$ cat src/rtl/uart_tx.sv
// ---------------------------------------------------------------------------
// uart_tx : serial UART transmitter, 8N1 frames, LSB first.
//
// A byte is accepted through a ready/start handshake and shifted out on a
// registered Tx line with a fixed number of clocks per bit. The end of each
// frame is flagged with a one-cycle T_done pulse in the first idle cycle.
//
// Optional feature: define UART_TX_PARITY_EN to insert an even-parity bit
// between the data bits and the stop bit (11-bit frames).
//
// Parameters:
//   CLKS_PER_BIT  clock cycles per serial bit (2..65535)
//   CNT_W         width of the bit-period counter (2^CNT_W > CLKS_PER_BIT)
//
// Ports:
//   clk      in   system clock, rising edge
//   rst      in   asynchronous reset, active low
//   T_start  in   request to send, sampled only while T_rdy=1
//   data     in   byte to send, sampled in the accept cycle only
//   T_rdy    out  idle and able to accept a byte
//   T_busy   out  frame in progress (complement of T_rdy)
//   T_done   out  one-cycle pulse after the stop bit completes
//   Tx       out  serial line, idle high
// ---------------------------------------------------------------------------
module uart_tx #(
  parameter int CLKS_PER_BIT = 4,
  parameter int CNT_W        = 16
) (
  input  logic       clk,
  input  logic       rst,
  input  logic       T_start,
  input  logic [7:0] data,
  output logic       T_rdy,
  output logic       T_busy,
  output logic       T_done,
  output logic       Tx
);

  // PARITY keeps its code even when the parity feature is compiled out.
  typedef enum logic [2:0] {
    IDLE   = 3'd0,
    START  = 3'd1,
    DATA   = 3'd2,
    PARITY = 3'd3,
    STOP   = 3'd4
  } state_t;

  state_t           state_q, state_d;
  logic [CNT_W-1:0] cnt_q, cnt_d;
  logic [2:0]       idx_q, idx_d;
  logic [7:0]       shift_q, shift_d;
  logic             tx_q, tx_d;
  logic             done_q, done_d;
  logic             bit_end;

`ifdef UART_TX_PARITY_EN
  logic             par_q, par_d;
`endif

  assign bit_end = (cnt_q == CNT_W'(CLKS_PER_BIT - 1));

  // State register. Tx and T_done are registered here too, so the line
  // level for a bit is decided one edge ahead, when that bit is entered.
  always_ff @(posedge clk or negedge rst) begin
    if (!rst) begin
      state_q <= IDLE;
      cnt_q   <= '0;
      idx_q   <= '0;
      shift_q <= '0;
      tx_q    <= 1'b1;
      done_q  <= 1'b0;
`ifdef UART_TX_PARITY_EN
      par_q   <= 1'b0;
`endif
    end else begin
      state_q <= state_d;
      cnt_q   <= cnt_d;
      idx_q   <= idx_d;
      shift_q <= shift_d;
      tx_q    <= tx_d;
      done_q  <= done_d;
`ifdef UART_TX_PARITY_EN
      par_q   <= par_d;
`endif
    end
  end

  // Next-state logic. The counter restarts at every bit boundary; each
  // transition also loads the Tx level of the bit being entered, so Tx only
  // ever moves on a bit boundary.
  always_comb begin
    state_d = state_q;
    cnt_d   = bit_end ? '0 : cnt_q + CNT_W'(1);
    idx_d   = idx_q;
    shift_d = shift_q;
    tx_d    = tx_q;
    done_d  = 1'b0;
`ifdef UART_TX_PARITY_EN
    par_d   = par_q;
`endif
    case (state_q)
      IDLE: begin
        cnt_d = '0;
        tx_d  = 1'b1;
        if (T_start) begin
          state_d = START;
          shift_d = data;
          tx_d    = 1'b0;
`ifdef UART_TX_PARITY_EN
          par_d   = ^data;
`endif
        end
      end
      START: begin
        if (bit_end) begin
          state_d = DATA;
          idx_d   = '0;
          tx_d    = shift_q[0];
        end
      end
      DATA: begin
        if (bit_end) begin
          if (idx_q == 3'd7) begin
`ifdef UART_TX_PARITY_EN
            state_d = PARITY;
            tx_d    = par_q;
`else
            state_d = STOP;
            tx_d    = 1'b1;
`endif
          end else begin
            shift_d = shift_q >> 1;
            idx_d   = idx_q + 3'd1;
            tx_d    = shift_q[1];
          end
        end
      end
`ifdef UART_TX_PARITY_EN
      PARITY: begin
        if (bit_end) begin
          state_d = STOP;
          tx_d    = 1'b1;
        end
      end
`endif
      STOP: begin
        if (bit_end) begin
          state_d = IDLE;
          tx_d    = 1'b1;
          done_d  = 1'b1;
        end
      end
      default: begin
        state_d = IDLE;
        cnt_d   = '0;
        tx_d    = 1'b1;
      end
    endcase
  end

  assign T_rdy  = (state_q == IDLE);
  assign T_busy = ~T_rdy;
  assign T_done = done_q;
  assign Tx     = tx_q;

endmodule

$ cat config.mk
export PLATFORM = sky130hd
export DESIGN_NAME = uart_tx
export DESIGN_NICKNAME = d
export VERILOG_FILES = /design/src/rtl/uart_tx.sv
export SDC_FILE = /design/constraint.sdc
export NUM_CORES = 1
export LEC_CHECK = 0
export CAP_MARGIN = 20
export CORE_MARGIN = 5
export CORE_UTILIZATION = 35
export DETAILED_ROUTE_END_ITERATION = 16
export GPL_ROUTABILITY_DRIVEN = 0
export GPL_TIMING_DRIVEN = 0
export PLACE_DENSITY_LB_ADDON = 0.3
export SETUP_SLACK_MARGIN = 0.15
export SYNTH_ARGS = -nofsm -noshare
export SYNTH_HDL_FRONTEND = slang
export SYNTH_SLANG_ARGS = --single-unit
$ cat constraint.sdc
create_clock -name clk -period 2.17 [get_ports clk]
set_clock_uncertainty 0.1 [all_clocks]
set_input_delay 0.3255 -clock clk [delete_from_list [all_inputs] [get_ports clk]]
set_output_delay 0.3255 -clock clk [all_outputs]
set_load 0.05 [all_outputs]
After elaboration in Yosys (flattened, before gate mapping)
Index checks and enable logic that the tools add are counted.
Widths: inputs -> output; s select.
{"block": "op_classes", "div": 0, "n_mul": 0, "bitwise": 1, "eq_ne": 11, "shift": 0, "reduce_logical": 8, "addsub": 2, "n_lt_le_gt_ge": 0, "muxes": 23}
{"op": "$mux 16", "n": 2}
{"op": "$mux 8", "n": 3}
{"op": "$mux 3", "n": 7}
{"op": "$add 16x1->16 const B", "n": 1}
{"op": "$eq 16x2->1 const B", "n": 1}
{"op": "$pmux 8 s2", "n": 1}
{"op": "$ne 2x2->1 const B", "n": 6}
{"op": "$pmux 3 s4", "n": 1}
{"op": "$reduce_and 4->1", "n": 2}
{"op": "$mux 1", "n": 7}
{"op": "$eq 3x3->1 const B", "n": 2}
{"op": "$pmux 3 s2", "n": 1}
{"op": "$reduce_and 5->1", "n": 1}
{"op": "$pmux 1 s4", "n": 1}
{"op": "$reduce_bool 2->1", "n": 2}
{"op": "$add 3x1->3 const B", "n": 1}
{"op": "$eq 3x1->1 const B", "n": 1}
{"op": "$eq 3x2->1 const B", "n": 1}
{"op": "$logic_not 3->1", "n": 1}
{"op": "$reduce_and 3->1", "n": 1}
{"op": "$reduce_or 3->1", "n": 1}
{"op": "$not 1->1", "n": 1}
{"block": "totals", "inputBits": 11, "word_cells": 51, "mem_count": 0, "output_inout_bits": 4, "rom_bits": 0, "latchBits": 0, "mem_bits_rw": 0, "reg_bits": 32}

Logic depth before layout (Yosys ltp)
Gate-level depths: netlist of the first run.
{"block": "depth", "ltp_word": 4, "depth_mapped": 6, "ltp_nobuf": 6}

Worst setup path after synthesis of the first run
Ideal clock, no wire load.
{"block": "synth_path", "kind": "reg-to-reg", "from": "reg state_q[1]", "to": "reg shift_q[0]", "arrival_time_ns": 2.571, "stages_incl_launch_ff": 6, "setup_time_ns": 0.125, "n_path_buf": 1, "path_slack_ns": -0.625, "required_time_ns": 1.945, "period_less_slack_ns": 2.795, "path_cell_list": "dfrtp_1 > clkbuf_1 > nor3_1 > nand2_1 > o21ai_4 > mux2_2"}
{"block": "synth_between", "elab_chain_len": 3, "word_cells_on_any_way": 8, "classes_between": "4 x eq/ne; 1 x mux; 3 x reduce/logical"}
{"element": "start, declared", "line_no": "48", "rtl": "state_t state_q, state_d;"}
{"element": "start signal, assigned", "line_no": "76", "rtl": "state_q <= state_d;"}
{"element": "$logic_not 3->1 *"}
{"element": "via T_rdy", "line_no": "33", "rtl": "output logic T_rdy,"}
{"element": "$ne 2x2->1 (no source line) / $reduce_bool 2->1 (equally long branches)"}
{"element": "$reduce_and 4->1 (no source line)"}
{"element": "end signal, assigned", "line_no": "79", "rtl": "shift_q <= shift_d;"}
{"element": "end, declared", "line_no": "51", "rtl": "logic [7:0] shift_q, shift_d;"}
The timed path passes the listed nets; every way through them passes the cells marked *.
A chain may end at the register's enable or synchronous reset.

Worst setup path after layout of the first run
{"block": "layout_path", "from": "reg idx_q[0]", "to": "reg shift_q[5]"}
{"block": "layout_between", "elab_chain_len": 3}
{"element": "start, declared", "line_no": "50", "rtl": "logic [2:0] idx_q, idx_d;"}
{"element": "start signal, assigned", "line_no": "78", "rtl": "idx_q <= idx_d;"}
{"element": "$eq 3x3->1", "line_no": "123", "rtl": "if (idx_q == 3'd7) begin"}
{"element": "$ne 2x2->1 (no source line)"}
{"element": "$reduce_and 4->1 (no source line)"}
Every way passes these cells.

==> flow_summary.toml, run 1 <==
[outcome]
outcome = "finished, violations left"
violations = "hold timing"

[sta]
worst_pin_slew_ns = 0.714
final_max_slew_viol_count = 0
fin_crit_sh_pct = 90.4
final-setup-viol-count = 0
hold_viol_final = 16
hold_ws_ns = -0.00839
min_period_ns = 1.96
final.setup.tns_ns = 0
fmax_ghz = 0.510
max-slew-margin-rel_pct = 52.4
rsz0062_at_grt = "yes"

[yosys]
synthTopCellsByArea = "dfrtp_1 47%, mux2_2 10%, xor2_1 6.3%"
async_reset_ff_share_pct = 100
ys_ff_latch = 32
synth_ff_type = "dfrtp_1"
synth_fa_ha_area_share_pct = 2.26
synth-warning-count = 0
syn-cell-area_sq_um = 1660
ys_types = 36
ys_seq_area_share_pct = 48.2
synth_top_family_by_area = "simple AND/OR/NAND/NOR gates"
syn_area_per_cell_sq_um = 11.2
synth_mux_area_share_pct = 10.2
synth_fp_nets = 162
synth_edf_count = 0
synth_xor_area_share_pct = 6.85
synthSimpleGateAreaFrac_pct = 21.7
yosysTopAreaCell = "dfrtp_1"
synthCells = 148
synth_top_area_share_pct = 46.7
synth_compound_area_share_pct = 7.75

[die]
fp.dieW_microns = 78.9
die_y_microns = 78.9
die_area_sq_um = 6230
core_sq_um = 4660
num_io_pins = 15
row_count = 25
start_util_pct = 35.7

[route]
drtIter0Drc = 72
drt_pass1_iterations = 4
drt_wl_total_mm = 3.25
route.detailed.drc = 0
routedWlPerCell_microns = 14.3
vias_per_cell = 5.33
ant_nets = 0
vias = 1215

[clock_network]
insertion_delay_ns = 0.28
clock_sink_count = 32
clockBufferDepth = 2
clockRootBuffer = "clkbuf_8"
path_clk_slew_ns = 0.07
cts_tree = "done"
ctsHoldBuffers = 0
htreeDepth = 2
numCtsBuffers = 5

[final_layout]
area_delta_synth_final_pct = 25.8
n_antenna_cell = 0
final_common_cell = "dfrtp_1"
stdcell_count = 228
stdcell_area_sq_um = 2090
drive_gt1_share_pct = 29.3
nets = 187
final_cell_mix = "31 x dfrtp_1, 16 x nor2_1, 13 x mux2_2"

[global_route]
antenna_found_initial = 0
grt_pass1_vias = 1218
grt_pass1_wl_mm = 5.76
overflow = 0
grt_max_degree = 33
grt.total_usage_pct = 11.7

[power]
power_leakage_nw = 0.871
p_total_mw = 2.38
power_per_cell_area_nw_per_um2 = 1140
peakVddDrop_mv = 0.382

[setup_path]
slowest_stage = "dfrtp_1"
reg2reg_from = "idx_q[0]"
r2r_slack_ns = 0.21
crit_path_max_incr_delay_ns = 0.41
critPathLaunchType = "register"
crit_path_end_kind = "register"
ff2ff_path_depth = 6
crit_type = "register to register"
cp_data_arrival_time_ns = 2.03
cp_cell_sequence = "ha_2, ha_4, or3_4, o21ai_4, buf_12, mux2_2"
path_max_fanout = 8
crit_required_ns = 2.24
r2r_end = "shift_q[5]"

[placement]
dp_cells = 216
placedInstanceArea_sq_um = 1880
dpl.hpwl_mm = 2.23
port_buffers = 14

[min_path]
hold_class = "primary input to asynchronous set/reset pin"

[flow_run]
maxCapViolations = 0
[what timing repair did]
action | in CTS | in global routing
buffers inserted | 1 | 3
gates resized for setup | 16 | 8
pin swaps | 2 | 5
setup endpoints to repair | 27 | 12
[layer usage]
| metal | vias up | GRT usage, % | routed length [microns] |
|---|---|---|---|
| met3 | 6 | 4.20 | 177 |
| met4 | 0 | 4.12 | 48 |
| met1 | 599 | 13.7 | 1440 |
| met2 | 25 | 19.9 | 1580 |
| met5 | - | 0 | 0 |
| li1 | 585 | - | - |
[worst max-delay path by stage]
stage                     from          to  slack [ns]  cells after the start
floorplan           state_q[1]  shift_q[0]        0.17                      5
global placement      cnt_q[0]  shift_q[0]        0.03                      5
detailed placement    idx_q[0]  shift_q[2]        0.02                      5
CTS                   idx_q[0]  shift_q[5]        0.16                      6
global route        state_q[1]      T_busy        0.14                      4
finish                idx_q[0]  shift_q[5]        0.21                      6
[power by group]
part	switching (mW)	total (mW)	leakage, nW	internal [mW]
clock network	0.224	0.563	0.0541	0.339
logic	0.538	0.967	0.399	0.429
registers	0.104	0.852	0.418	0.748
[flip-flops by register name, indices dropped and copies added, names as in the netlist]
| signal | flops |
|---|---|
| Tx | 1 |
| T_done | 1 |
| cnt_q | 16 |
| idx_q | 3 |
| state_q | 3 |
| shift_q | 8 |
[cells in the mapped netlist, types with 3 or more instances]
cell / n
mux2_2: 15
buf_2: 4
a21oi_1: 5
nand3_1: 6
inv_1: 4
o21ai_0: 4
clkbuf_1: 4
dfrtp_1: 31
nor2_1: 17
nand2_1: 4
nand4_1: 6
or3_1: 3
nor3_1: 3
xor2_1: 12
ha_1: 3
and4_1: 3
[critical path: cells and delay by family, from the launching register on]
kind                       cells  cell delay (ns)
muxes                          1             0.33
AOI/OAI and AO/OA              1             0.15
adders and majority gates      2             0.38
DFF                            1             0.41
buffers and inverters          1             0.14
and+or+nand+nor                1             0.35
[per-stage QoR]
stage / hold slack (ns) / setup WS (ns) / util (%)
floorplan: -0.0701 / 0.167 / -
global placement: 0.360 / 0.0311 / 40.4
detailed placement: 0.328 / 0.0245 / 40.3
CTS: 0.00217 / 0.161 / 44.0
global route: 0.0550 / 0.138 / 44.9
finish: -0.00839 / 0.208 / 44.9
[logic make-up (layout without fill, tap and decap cells)]
| kind of cell | after synthesis | count (layout) |
|---|---|---|
| and+or+nand+nor | 55 | 55 |
| DFF | 32 | 32 |
| AOI/OAI and AO/OA | 18 | 18 |
| muxes | 15 | 15 |
| xor gates and xnor gates | 13 | 13 |
| buffers and inverters | 12 | 38 |
| adders and majority gates | 3 | 3 |
[area by class of cell]
class                   count  area, sq um
clock inverters             3         42.5
multi-input cells         104          877
fillers                   422         2570
repair buffers             18          179
plain buffers               8         40.0
flip-flops and latches     32          802
clock buffers               5         68.8
inverters                   4         15.0
well taps                  54         67.6
Note: power is estimated with default switching activity, not from simulation.
==> run 2: changes to the inputs <==
==> constraint.sdc (replaced) <==
create_clock -name clk -period 2.17 [get_ports clk]
set_clock_uncertainty 0.1 [all_clocks]
set_input_delay 0.434 -clock clk [delete_from_list [all_inputs] [get_ports clk]]
set_output_delay 0.434 -clock clk [all_outputs]
set_load 0.05 [all_outputs]
==> run 2 against run 1 <==
Effect of this change: sequential power barely moved; the run now ends clean; register-to-register slack barely moved; combinational power fell by 1%; utilization fell by 0.27 points.
==> flow_summary.toml, run 2 (synthesis gave the netlist of run 1 again) <==
[outcome]
outcome = "finished clean"

[sta]
fmax_ghz = 0.509
setup_slack_ns = 0.207
rsz0062_at_grt = "yes"
fin_crit_sh_pct = 90.5
final-setup-viol-count = 0
max-slew-margin-rel_pct = 52.6
min_period_ns = 1.96
hold_ws_ns = 0.0989
hold_viol_final = 0
worst_pin_slew_ns = 0.711
final_max_slew_viol_count = 0
final.setup.tns_ns = 0

[min_path]
hold_class = "primary input to asynchronous set/reset pin"

[final_layout]
stdcell_area_sq_um = 2080
multi_input_area_sq_um = 877
largest_reg_flops = 16
final_util_pct = 44.6
n_antenna_cell = 0
fill_cells = 425
area_delta_synth_final_pct = 25.1
regArea_sq_um = 802
drive_gt1_share_pct = 29.3
final_cell_mix = "31 x dfrtp_1, 16 x nor2_1, 13 x mux2_2"
nets = 187
final_common_cell = "dfrtp_1"
reg_top3 = "cnt_q x16, shift_q x8"
regMostFlops = "cnt_q"

[clock_network]
cts_tree = "done"
path_clk_slew_ns = 0.07
htreeDepth = 2
clockBufferDepth = 2
insertion_delay_ns = 0.28
clockRootBuffer = "clkbuf_8"
numCtsBuffers = 5
clock_sink_count = 32
ctsHoldBuffers = 0

[power]
pwr-share-clk_pct = 23.8
power_per_cell_area_nw_per_um2 = 1140
peakVddDrop_mv = 0.382
power_leakage_nw = 0.870
power_switching_mw = 0.867
intPower_mw = 1.51
pwr-share-seq_pct = 35.9
p_sw_share_pct = 36.5
pwr-share-comb_pct = 40.3

[setup_path]
path_max_fanout = 8
critPathLaunchType = "register"
cp_num_buf_inv = 1
cp_cell_sequence = "ha_2, ha_4, or3_4, o21ai_4, buf_12, mux2_2"
slowest_stage = "dfrtp_1"
cp-startpoint = "idx_q[0]"
crit_path_max_incr_delay_ns = 0.41
path_delay_family = "flip-flops"
cp_data_arrival_time_ns = 2.04
crit_type = "register to register"
crit_path_end_kind = "register"
crit_required_ns = 2.24
reg2reg_from = "idx_q[0]"

[flow_run]
maxCapViolations = 0

[global_route]
grt_pass1_vias = 1218
overflow = 0
antenna_found_initial = 0
grt_max_degree = 33
grt.total_usage_pct = 11.7
grt_pass1_wl_mm = 5.76

[route]
vias = 1207
ant_nets = 0
drtIter0Drc = 73
drt_wl_total_mm = 3.27
vias_per_cell = 5.29
routedWlPerCell_microns = 14.3
drt_pass1_iterations = 4
route.detailed.drc = 0

[die]
num_io_pins = 15
die_y_microns = 78.9
fp.dieW_microns = 78.9
die_area_sq_um = 6230
core_sq_um = 4660
row_count = 25
start_util_pct = 35.7

[placement]
pre_cts_ws_ns = -0.0484
port_buffers = 14
placedInstanceArea_sq_um = 1880
dpl.hpwl_mm = 2.23
[run 2: cell types whose count changed in the layout (fill, tap and decap cells not counted), sizes merged]
cell,delta
buf,+3
clkbuf,-1
clkdlybuf4s15,-2
[run 2: final cells by class]
cell class | instances | share of cell area [%]
Inverter | 4 | 0.722
Buffer | 8 | 1.93
Clock buffer | 5 | 3.31
Timing Repair Buffer | 18 | 8.00
Clock inverter | 3 | 2.05
Sequential cell | 32 | 38.6
Multi-Input combinational cell | 104 | 42.2
Tap cell | 54 | 3.25
[run 2: stage by stage]
stage,cells,power (mW)
after floorplan,148,1.50
after global placement,216,1.70
after detailed placement,216,1.74
after CTS,225,2.37
after global routing,228,2.54
final,228,2.37
[run 2: timing repair]
item | in CTS | in global routing
pin swaps | 2 | 5
gates resized for setup | 19 | 9
buffers inserted | 1 | 3
endpoints found under the setup margin | 27 | 11
[run 2: path summary, 6_finish.rpt]
path	slack, ns	to	cells after the start
hold reg to reg	0.40	idx_q[1]	1
min in group clk	0.40	idx_q[1]	1
setup / recovery	0.21	shift_q[5]	6
max in group asynchronous	1.41	cnt_q[0]	1
setup reg to reg	0.21	shift_q[5]	6
hold / removal	0.1	shift_q[7]	1
[run 2: power by group through the flow]
| stage | Sequential (mW) | Combinational, mW | Clock (mW) |
|---|---|---|---|
| finish | 0.852 | 0.956 | 0.564 |
| global route | 0.872 | 1.05 | 0.616 |
| floorplan | 0.863 | 0.639 | 0 |
| detailed placement | 0.849 | 0.889 | 0 |
| global placement | 0.842 | 0.860 | 0 |
| CTS | 0.849 | 0.935 | 0.591 |
[run 2: metal layers]
metal	routed length, microns	track usage [%]	share of wire [%]	up-vias
met5	0	0	0	-
met4	48	4.12	1.5	0
met3	183	4.20	5.6	6
met2	1600	19.9	49	25
met1	1440	13.7	44	593
li1	-	-	-	583
==> run 3: changes to the inputs <==
--- a/config.mk
+++ b/config.mk
@@ -13,6 +13,7 @@
 export GPL_TIMING_DRIVEN = 0
 export PLACE_DENSITY_LB_ADDON = 0.3
 export SETUP_SLACK_MARGIN = 0.15
+export SKIP_CTS_REPAIR_TIMING = 1
 export SYNTH_ARGS = -nofsm -noshare
 export SYNTH_HDL_FRONTEND = slang
 export SYNTH_SLANG_ARGS = --single-unit
==> run 3 against run 2 <==
Effect of this change: clock power about the same; utilization fell by 0.59 points; critical endpoint is now T_rdy; sequential share of layout area grew 0.52 points; total power shrank 1.8%; setup slack got worse by 0.094 ns; routed wire length is 1.6% lower; clock-buffer cell count did not move; design area shrank 1.3%; first-iteration DRC count is 12% lower; combinational power down 3.5%; highest routed layer unchanged; sequential cell count unchanged; critical path depth decreased by 3.
==> flow_summary.toml, run 3 (synthesis gave the netlist of run 1 again) <==
[clock_network]
cts_tree = "done"
clock_sink_count = 32
insertion_delay_ns = 0.28
numCtsBuffers = 5
htreeDepth = 2
clockRootBuffer = "clkbuf_8"
path_clk_slew_ns = 0.07
clockBufferDepth = 2

[sta]
fmax_ghz = 0.486
min_period_ns = 2.06
final_max_slew_viol_count = 0
fin_crit_sh_pct = 94.8
setup_slack_ns = 0.113
worst_pin_slew_ns = 0.702
max-slew-margin-rel_pct = 53.2
hold_viol_final = 0
rsz0062_at_grt = "yes"
final-setup-viol-count = 0

[setup_path]
crit_required_ns = 1.64
path_max_fanout = 10
reg2reg_from = "idx_q[0]"
cp_data_arrival_time_ns = 1.52
r2r_slack_ns = 0.12
crit_path_end_kind = "output pin"
cp-startpoint = "state_q[1]"
crit_type = "register to output pin"
critPathLaunchType = "register"

[power]
power_switching_mw = 0.848
pwr-share-seq_pct = 36.3
power_per_cell_area_nw_per_um2 = 1140
power_leakage_nw = 0.873
pwr-share-clk_pct = 24.1
p_sw_share_pct = 36.4
intPower_mw = 1.48
pwr-share-comb_pct = 39.6
peakVddDrop_mv = 0.383

[final_layout]
final_util_pct = 44.0
stdcell_area_sq_um = 2050
n_antenna_cell = 0
area_delta_synth_final_pct = 23.4
reg_top3 = "cnt_q x16, shift_q x8"
largest_reg_flops = 16
multi_input_area_sq_um = 866
drive_gt1_share_pct = 27.3
regMostFlops = "cnt_q"
nets = 185
fill_cells = 422
regArea_sq_um = 802
final_cell_mix = "31 x dfrtp_1, 16 x nor2_1, 14 x mux2_2"
final_common_cell = "dfrtp_1"

[min_path]
hold_class = "primary input to asynchronous set/reset pin"

[route]
vias = 1188
route.detailed.drc = 0
vias_per_cell = 5.26
routedWlPerCell_microns = 14.2
drt_wl_total_mm = 3.22
drtIter0Drc = 64
ant_nets = 0
drt_pass1_iterations = 4

[die]
num_io_pins = 15
die_area_sq_um = 6230
start_util_pct = 35.7
fp.dieW_microns = 78.9
row_count = 25
die_y_microns = 78.9
core_sq_um = 4660

[flow_run]
maxCapViolations = 0

[placement]
placedInstanceArea_sq_um = 1880
port_buffers = 14
dpl.hpwl_mm = 2.23
pre_cts_ws_ns = -0.0484

[global_route]
antenna_found_initial = 0
overflow = 0
grt_pass1_vias = 1216
grt.total_usage_pct = 11.5
grt_max_degree = 33
grt_pass1_wl_mm = 5.70

[outcome]
outcome = "finished clean"
## run 3: stage by stage
| stage | instances | TNS [ns] | hold WS (ns) | total power, mW |
|---|---|---|---|---|
| 2_1_floorplan | 148 | 0 | 0.0384 | 1.50 |
| 3_3_place_gp | 216 | -0.841 | 0.360 | 1.70 |
| 3_5_place_dp | 216 | -0.0484 | 0.373 | 1.74 |
| 4_1_cts | 224 | -0.688 | 0.111 | 2.32 |
| 5_1_grt | 226 | 0 | 0.163 | 2.50 |
| 6_report | 226 | 0 | 0.0957 | 2.33 |
## run 3: worst max-delay path, stage by stage (launching register included)
cell and delay [ns]:
dfrtp_1 0.37, clkbuf_2 0.20, nor3_4 0.22, dlymetal6s2s_1 0.45
## run 3: final timing paths
| check | endpoint | depth (start not counted) |
|---|---|---|
| max in group asynchronous | cnt_q[0] | 1 |
| min in group clk | idx_q[1] | 1 |
| worst max-delay path | T_rdy | 3 |
| worst min register to register | idx_q[1] | 1 |
| worst min-delay path | shift_q[7] | 1 |
| worst max register to register | shift_q[5] | 5 |
## run 3: cell type report
class                           instances  share of cell area, %
Clock buffer                            5                   3.35
Inverter                                4                  0.732
Tap cell                               54                   3.29
Multi-Input combinational cell        104                   42.2
Buffer                                  8                   1.95
Timing Repair Buffer                   16                   7.32
Clock inverter                          3                   2.07
Sequential cell                        32                   39.1
## run 3: layer usage
| layer | vias to the layer above | share of wire, % | track usage, % |
|---|---|---|---|
| li1 | 579 | - | - |
| met1 | 579 | 44 | 13.4 |
| met2 | 24 | 49 | 19.6 |
| met3 | 6 | 5.5 | 4.20 |
| met4 | 0 | 1.5 | 4.12 |
| met5 | - | 0 | 0 |
## run 3: power groups by stage
stage	sequential (mW)	combinational [mW]	clock (mW)
4_1_cts	0.839	0.891	0.591
2_1_floorplan	0.863	0.639	0
5_1_grt	0.868	1.02	0.614
3_3_place_gp	0.842	0.860	0
6_report	0.845	0.923	0.561
3_5_place_dp	0.849	0.889	0
